### config.mk
export PLATFORM = sky130hd
export DESIGN_NAME = icache_controller_flat
export DESIGN_NICKNAME = d
export VERILOG_FILES = /design/src/rtl/icache_controller_if.sv /design/src/rtl/icache_controller.sv /design/src/flat_wrapper.sv
export SDC_FILE = /design/constraint.sdc
export NUM_CORES = 1
export LEC_CHECK = 0
export CAP_MARGIN = 15
export CORE_MARGIN = 8
export CORE_UTILIZATION = 64
export DETAILED_ROUTE_END_ITERATION = 8
export PLACE_DENSITY = 0.84
export SKIP_CTS_REPAIR_TIMING = 1
export SYNTH_ARGS = -nofsm -noshare
export SYNTH_HDL_FRONTEND = slang
export SYNTH_SLANG_ARGS = --single-unit
### constraint.sdc
create_clock -name clock -period 25.9 [get_ports clock]
set_input_delay 6.475 -clock clock [delete_from_list [all_inputs] [get_ports clock]]
set_output_delay 6.475 -clock clock [all_outputs]
set_load 0.1 [all_outputs]
### src/rtl/icache_controller_if.sv
// CPU-fetch and instruction-memory signal bundle for the instruction cache controller.
// slave = controller side, master = CPU/memory side.
interface icache_controller_if #(
  parameter int ADDR_W = 10
);
  localparam int MEM_AW = ADDR_W - 4;

  logic              cpu_read;
  logic [ADDR_W-1:0] cpu_address;
  logic [31:0]       instruction;
  logic              busywait;
  logic              mem_read;
  logic [MEM_AW-1:0] mem_address;
  logic [127:0]      mem_readdata;
  logic              mem_busywait;
  logic [15:0]       miss_count;

  modport slave (
    input  cpu_read, cpu_address, mem_readdata, mem_busywait,
    output instruction, busywait, mem_read, mem_address, miss_count
  );

  modport master (
    output cpu_read, cpu_address, mem_readdata, mem_busywait,
    input  instruction, busywait, mem_read, mem_address, miss_count
  );
endinterface

### src/rtl/icache_controller.sv
// Direct-mapped read-only instruction cache: 0-cycle hits, blocking 128-bit miss fill.
// Miss latency 3 + memory busy cycles; CPU stalled via busywait, memory paced by mem_busywait.
module icache_controller #(
  parameter int ADDR_W  = 10,
  parameter int INDEX_W = 3
) (
  input  logic                clock,
  input  logic                reset,
  icache_controller_if.slave  bus
);
  localparam int TAG_W  = ADDR_W - 4 - INDEX_W;
  localparam int MEM_AW = ADDR_W - 4;
  localparam int NBLK   = 2 ** INDEX_W;

  typedef enum logic [1:0] {IDLE, MEM_READ, UPDATE} state_t;

  state_t              r_state;
  state_t              w_next_state;
  logic [127:0]        r_data [NBLK];
  logic [TAG_W-1:0]    r_tag  [NBLK];
  logic [NBLK-1:0]     r_valid;
  logic [TAG_W-1:0]    r_req_tag;
  logic [INDEX_W-1:0]  r_req_index;
  logic [15:0]         r_miss_count;

  logic [TAG_W-1:0]    w_tag;
  logic [INDEX_W-1:0]  w_index;
  logic [1:0]          w_offset;
  logic                w_hit;
  logic [127:0]        w_block;
  logic                w_miss;
  logic                w_fill;
  logic                w_busywait;
  logic                w_mem_read;
  logic [MEM_AW-1:0]   w_mem_address;
  logic                w_unused_bits;

  assign w_tag    = bus.cpu_address[ADDR_W-1 -: TAG_W];
  assign w_index  = bus.cpu_address[4 +: INDEX_W];
  assign w_offset = bus.cpu_address[3:2];
  assign w_unused_bits = &{1'b0, bus.cpu_address[1:0]};

  assign w_hit   = bus.cpu_read & r_valid[w_index] & (r_tag[w_index] == w_tag);
  assign w_block = r_data[w_index];
  assign w_miss  = (r_state == IDLE) & bus.cpu_read & ~w_hit;

  always_comb begin
    w_next_state  = r_state;
    w_busywait    = 1'b0;
    w_mem_read    = 1'b0;
    w_mem_address = '0;
    w_fill        = 1'b0;
    case (r_state)
      IDLE: begin
        w_busywait = bus.cpu_read & ~w_hit;
        if (w_miss) w_next_state = MEM_READ;
      end
      MEM_READ: begin
        w_busywait    = 1'b1;
        w_mem_read    = 1'b1;
        w_mem_address = {r_req_tag, r_req_index};
        if (!bus.mem_busywait) begin
          w_fill       = 1'b1;
          w_next_state = UPDATE;
        end
      end
      UPDATE: begin
        w_busywait   = 1'b1;
        w_next_state = IDLE;
      end
      default: w_next_state = IDLE;
    endcase
  end

  always_ff @(posedge clock or negedge reset) begin
    if (!reset) r_state <= IDLE;
    else        r_state <= w_next_state;
  end

  always_ff @(posedge clock or negedge reset) begin
    if (!reset) begin
      r_req_tag    <= '0;
      r_req_index  <= '0;
      r_miss_count <= '0;
    end else if (w_miss) begin
      r_req_tag   <= w_tag;
      r_req_index <= w_index;
      if (r_miss_count != 16'hFFFF) r_miss_count <= r_miss_count + 16'd1;
    end
  end

  always_ff @(posedge clock or negedge reset) begin
    if (!reset)      r_valid <= '0;
    else if (w_fill) r_valid[r_req_index] <= 1'b1;
  end

  // Block payload and tags carry no reset; valid alone decides whether they are meaningful.
  always_ff @(posedge clock) begin
    if (w_fill) begin
      r_data[r_req_index] <= bus.mem_readdata;
      r_tag[r_req_index]  <= r_req_tag;
    end
  end

  assign bus.instruction = w_hit ? w_block[{w_offset, 5'd0} +: 32] : 32'h0;
  // A CPU that keeps cpu_read high across reset must not see a stall while reset is held.
  assign bus.busywait    = reset & w_busywait;
  assign bus.mem_read    = w_mem_read;
  assign bus.mem_address = w_mem_address;
  assign bus.miss_count  = r_miss_count;
endmodule
### src/flat_wrapper.sv
// flat-port wrapper written by rule: the top's interface ports become plain ports
module icache_controller_flat 
#(
  parameter int ADDR_W  = 10,
  parameter int INDEX_W = 3
)
  (clock, reset, bus_cpu_read, bus_cpu_address, bus_mem_readdata, bus_mem_busywait, bus_instruction, bus_busywait, bus_mem_read, bus_mem_address, bus_miss_count);
  icache_controller_if #(.ADDR_W(ADDR_W)) bus_i ();
  input  logic clock;
  input  logic reset;
  input wire logic [$bits(bus_i.cpu_read)-1:0] bus_cpu_read;
  input wire logic [$bits(bus_i.cpu_address)-1:0] bus_cpu_address;
  input wire logic [$bits(bus_i.mem_readdata)-1:0] bus_mem_readdata;
  input wire logic [$bits(bus_i.mem_busywait)-1:0] bus_mem_busywait;
  output wire logic [$bits(bus_i.instruction)-1:0] bus_instruction;
  output wire logic [$bits(bus_i.busywait)-1:0] bus_busywait;
  output wire logic [$bits(bus_i.mem_read)-1:0] bus_mem_read;
  output wire logic [$bits(bus_i.mem_address)-1:0] bus_mem_address;
  output wire logic [$bits(bus_i.miss_count)-1:0] bus_miss_count;
  assign bus_i.cpu_read = bus_cpu_read;
  assign bus_i.cpu_address = bus_cpu_address;
  assign bus_i.mem_readdata = bus_mem_readdata;
  assign bus_i.mem_busywait = bus_mem_busywait;
  assign bus_instruction = bus_i.instruction;
  assign bus_busywait = bus_i.busywait;
  assign bus_mem_read = bus_i.mem_read;
  assign bus_mem_address = bus_i.mem_address;
  assign bus_miss_count = bus_i.miss_count;
  icache_controller #(.ADDR_W(ADDR_W), .INDEX_W(INDEX_W)) u_core (.clock(clock), .reset(reset), .bus(bus_i));
endmodule
==> reports/results.ini <==
[timing]
post-route-period-util_pct = 69.0
rsz0062_at_grt = no
finalSetupViolCount = 0
fin_skew_ns = 0.0251
hold_violations = 0
layout_setup_ws_ns = 8.02
holdWs_ns = 0.468
relSlewSlack_pct = 21.0
min_period_ns = 17.88
tns_ns = 0
worst_pin_slew_ns = 1.18
final_max_slew_viol_count = 0
max_freq_mhz = 55.9

[global_route]
grt_pass1_wl_um = 139000
track_usage_pct = 25.8
grt_use_met1_pct = 32.5
grt_util_met2_pct = 43.5
antenna_found_initial = 26
met3_usage_pct = 6.77
grt_max_degree = 150
grt_busiest_layer = met2
overflow = 0
grt_pass1_vias = 21100

[synthesis]
ys.flop_type = edfxtp_1
yosys.area.top_type_share_pct = 75.8
synth_seq_cells = 1080
synth.area.top_cells = edfxtp_1 (76%), mux4_2 (16%), dfrtp_1 (1.9%)
synthArstFlopShare_pct = 2.96
yosysMostFrequentCell = edfxtp_1
yosysTopAreaCell = edfxtp_1
synth_edf_count = 1048
synthesis.instances = 1789
ys_seq_area_share_pct = 77.7
syn-num-nets = 1936
synth_warnings = 0
ys_types = 37
synth_area_sq_um = 41500
synth_common_cells = edfxtp_1 (1048), mux4_2 (295), a211oi_1 (62)
syn_avg_cell_area_sq_um = 23.2

[cts]
cts_buffers = 102
cts_tree = done
cts_buffer_depth = 3
clkSlewWorstSetupHoldPaths_ns = 0.06
ctsRootBufferMaster = clkbuf_16
cts-htree-levels = 3
clock_sinks = 1080
worstSkewPairLatency_ns = 0.66

[floorplan]
io_pins = 198
die_h_um = 271
rows = 93
die_area_sq_um = 73300
die_w_um = 271
core_sq_um = 64300
start_util_pct = 64.5

[detailed_routing]
vias = 20000
routed_wl_um = 95300
vias_per_cell = 6.74
routedWlPerCell_um = 32.2
drc_errors = 0
ant_nets = 0
drt_iter0_drc = 2194
dr.pass1.iters = 5

[worst_setup_path]
path_max_fanout = 66
reg2reg_from = u_core.r_state[1]
r2r_slack_ns = 21.60
cp_data_arrival_time_ns = 11.41
required_ns = 19.42
r2r-end = u_core.r_data[5][68]
cp-end-kind = output port
setup.worst_path.class = input pin to output port
reg2reg_depth = 6
cp-start-kind = input pin

[place]
dpl_worst_slack_ns = 7.94
io_buffer_count = 195
dpl.hpwl_um = 46100
dp_cells = 2758
placed_cell_area_sq_um = 44400
routabilityCongestion = 0.732

[layout]
multi_input_area_sq_um = 8830
nets = 2154
seqCellArea_sq_um = 32300
syn2layout_area_growth_pct = 14.6
layout-drive-gt1-share_pct = 23.5
nFillCells = 3291
stdcell_count = 2963
stdcell_area_sq_um = 47600

[flow_run]
maxCapViolCount = 0

[hold_path]
hp-class = flip-flop to flip-flop
min_from = u_core.r_valid[6]
whs_path_depth = 1
holdPathEnd = u_core.r_valid[6]

[outcome]
status = completed

[pwr]
p_per_area_nw_per_um2 = 83.2
ir_drop_uv = 62.8
leakage_nw = 14.9

[cells by family after synthesis]
family | synth area share (%)
and+or+nand+nor | 1.82
xor gates and xnor gates | 0.380
AOI/OAI and AO/OA | 1.60
adders and majority gates | 0.151
buffers and inverters | 1.16
DFF | 77.7
muxes | 17.2
[layout by cell type, fill, tap and decap left out, drive strengths merged, types with 2 or more instances in the layout]
| master | n |
|---|---|
| nand3b | 3 |
| a211oi | 62 |
| nand4 | 10 |
| and2 | 8 |
| nor4b | 2 |
| mux2i | 39 |
| buf | 24 |
| diode | 15 |
| xor2 | 4 |
| a21oi | 32 |
| dfrtp | 32 |
| nor3b | 3 |
| bufinv | 5 |
| nor4 | 2 |
| a21boi | 2 |
| clkbuf | 119 |
| clkinvlp | 6 |
| nor2b | 31 |
| nand3 | 11 |
| inv | 9 |
| xnor2 | 14 |
| nand2 | 7 |
| nor2 | 45 |
| or2 | 9 |
| ha | 5 |
| clkinv | 56 |
| clkdlybuf4s50 | 190 |
| mux4 | 295 |
| edfxtp | 1048 |
| mux2 | 7 |
| and3 | 6 |
[critical path, cell delays in order]
cell and delay [ns]:
buf_8 0.49, buf_4 0.85, buf_4 0.79, mux4_2 0.65, mux4_2 0.55, a21oi_1 0.27, nor2_1 0.12, clkdlybuf4s50_1 1.02
[how the worst max path moves through the flow]
| stage | from | endpoint | slack [ns] |
|---|---|---|---|
| finish | bus_cpu_address[4] | bus_instruction[8] | 8.02 |
| global route | bus_cpu_address[4] | bus_instruction[8] | 7.67 |
| CTS | bus_cpu_address[4] | bus_instruction[8] | 7.89 |
| detailed placement | bus_cpu_address[4] | bus_instruction[8] | 7.94 |
| global placement | bus_cpu_address[4] | bus_instruction[8] | 7.95 |
| floorplan | bus_mem_busywait | u_core.r_valid[2] | 4.52 |
[registers in the layout, indices dropped and copies added, names as in the netlist]
| signal | count |
|---|---|
| u_core.r_state | 2 |
| u_core.r_tag | 24 |
| u_core.r_valid | 8 |
| u_core.r_req_index | 3 |
| u_core.r_data | 1024 |
| u_core.bus.miss_count | 16 |
| u_core.r_req_tag | 3 |
[metal layers]
layer | vias to the layer above | routed length (um)
met4 | 20 | 3210
li1 | 8072 | -
met2 | 1135 | 49300
met5 | - | 115
met1 | 10500 | 34400
met3 | 208 | 8270
[area by class of cell]
type                       instances  area share [%]
clock inverter                    71            1.10
sequential                      1080            67.8
inverter                           5          0.0394
clock buffer                     119            5.54
antenna                           15          0.0789
tap                              855            2.25
multi-input combinational        604            18.5
timing repair buffer             214            4.64
[report_power, final]
part           switching, mW  internal [mW]
Clock                  0.638          0.782
Combinational          0.282          0.155
Sequential            0.0484           2.05
[through the flow]
stage / utilization, % / total power, mW
after global routing: 74.0 / 4.06
after detailed placement: 69.0 / 2.57
after floorplan: - / 2.44
after global placement: 69.0 / 2.54
after CTS: 73.9 / 3.98
final: 74.0 / 3.96
(Power assumes the default switching activity.)
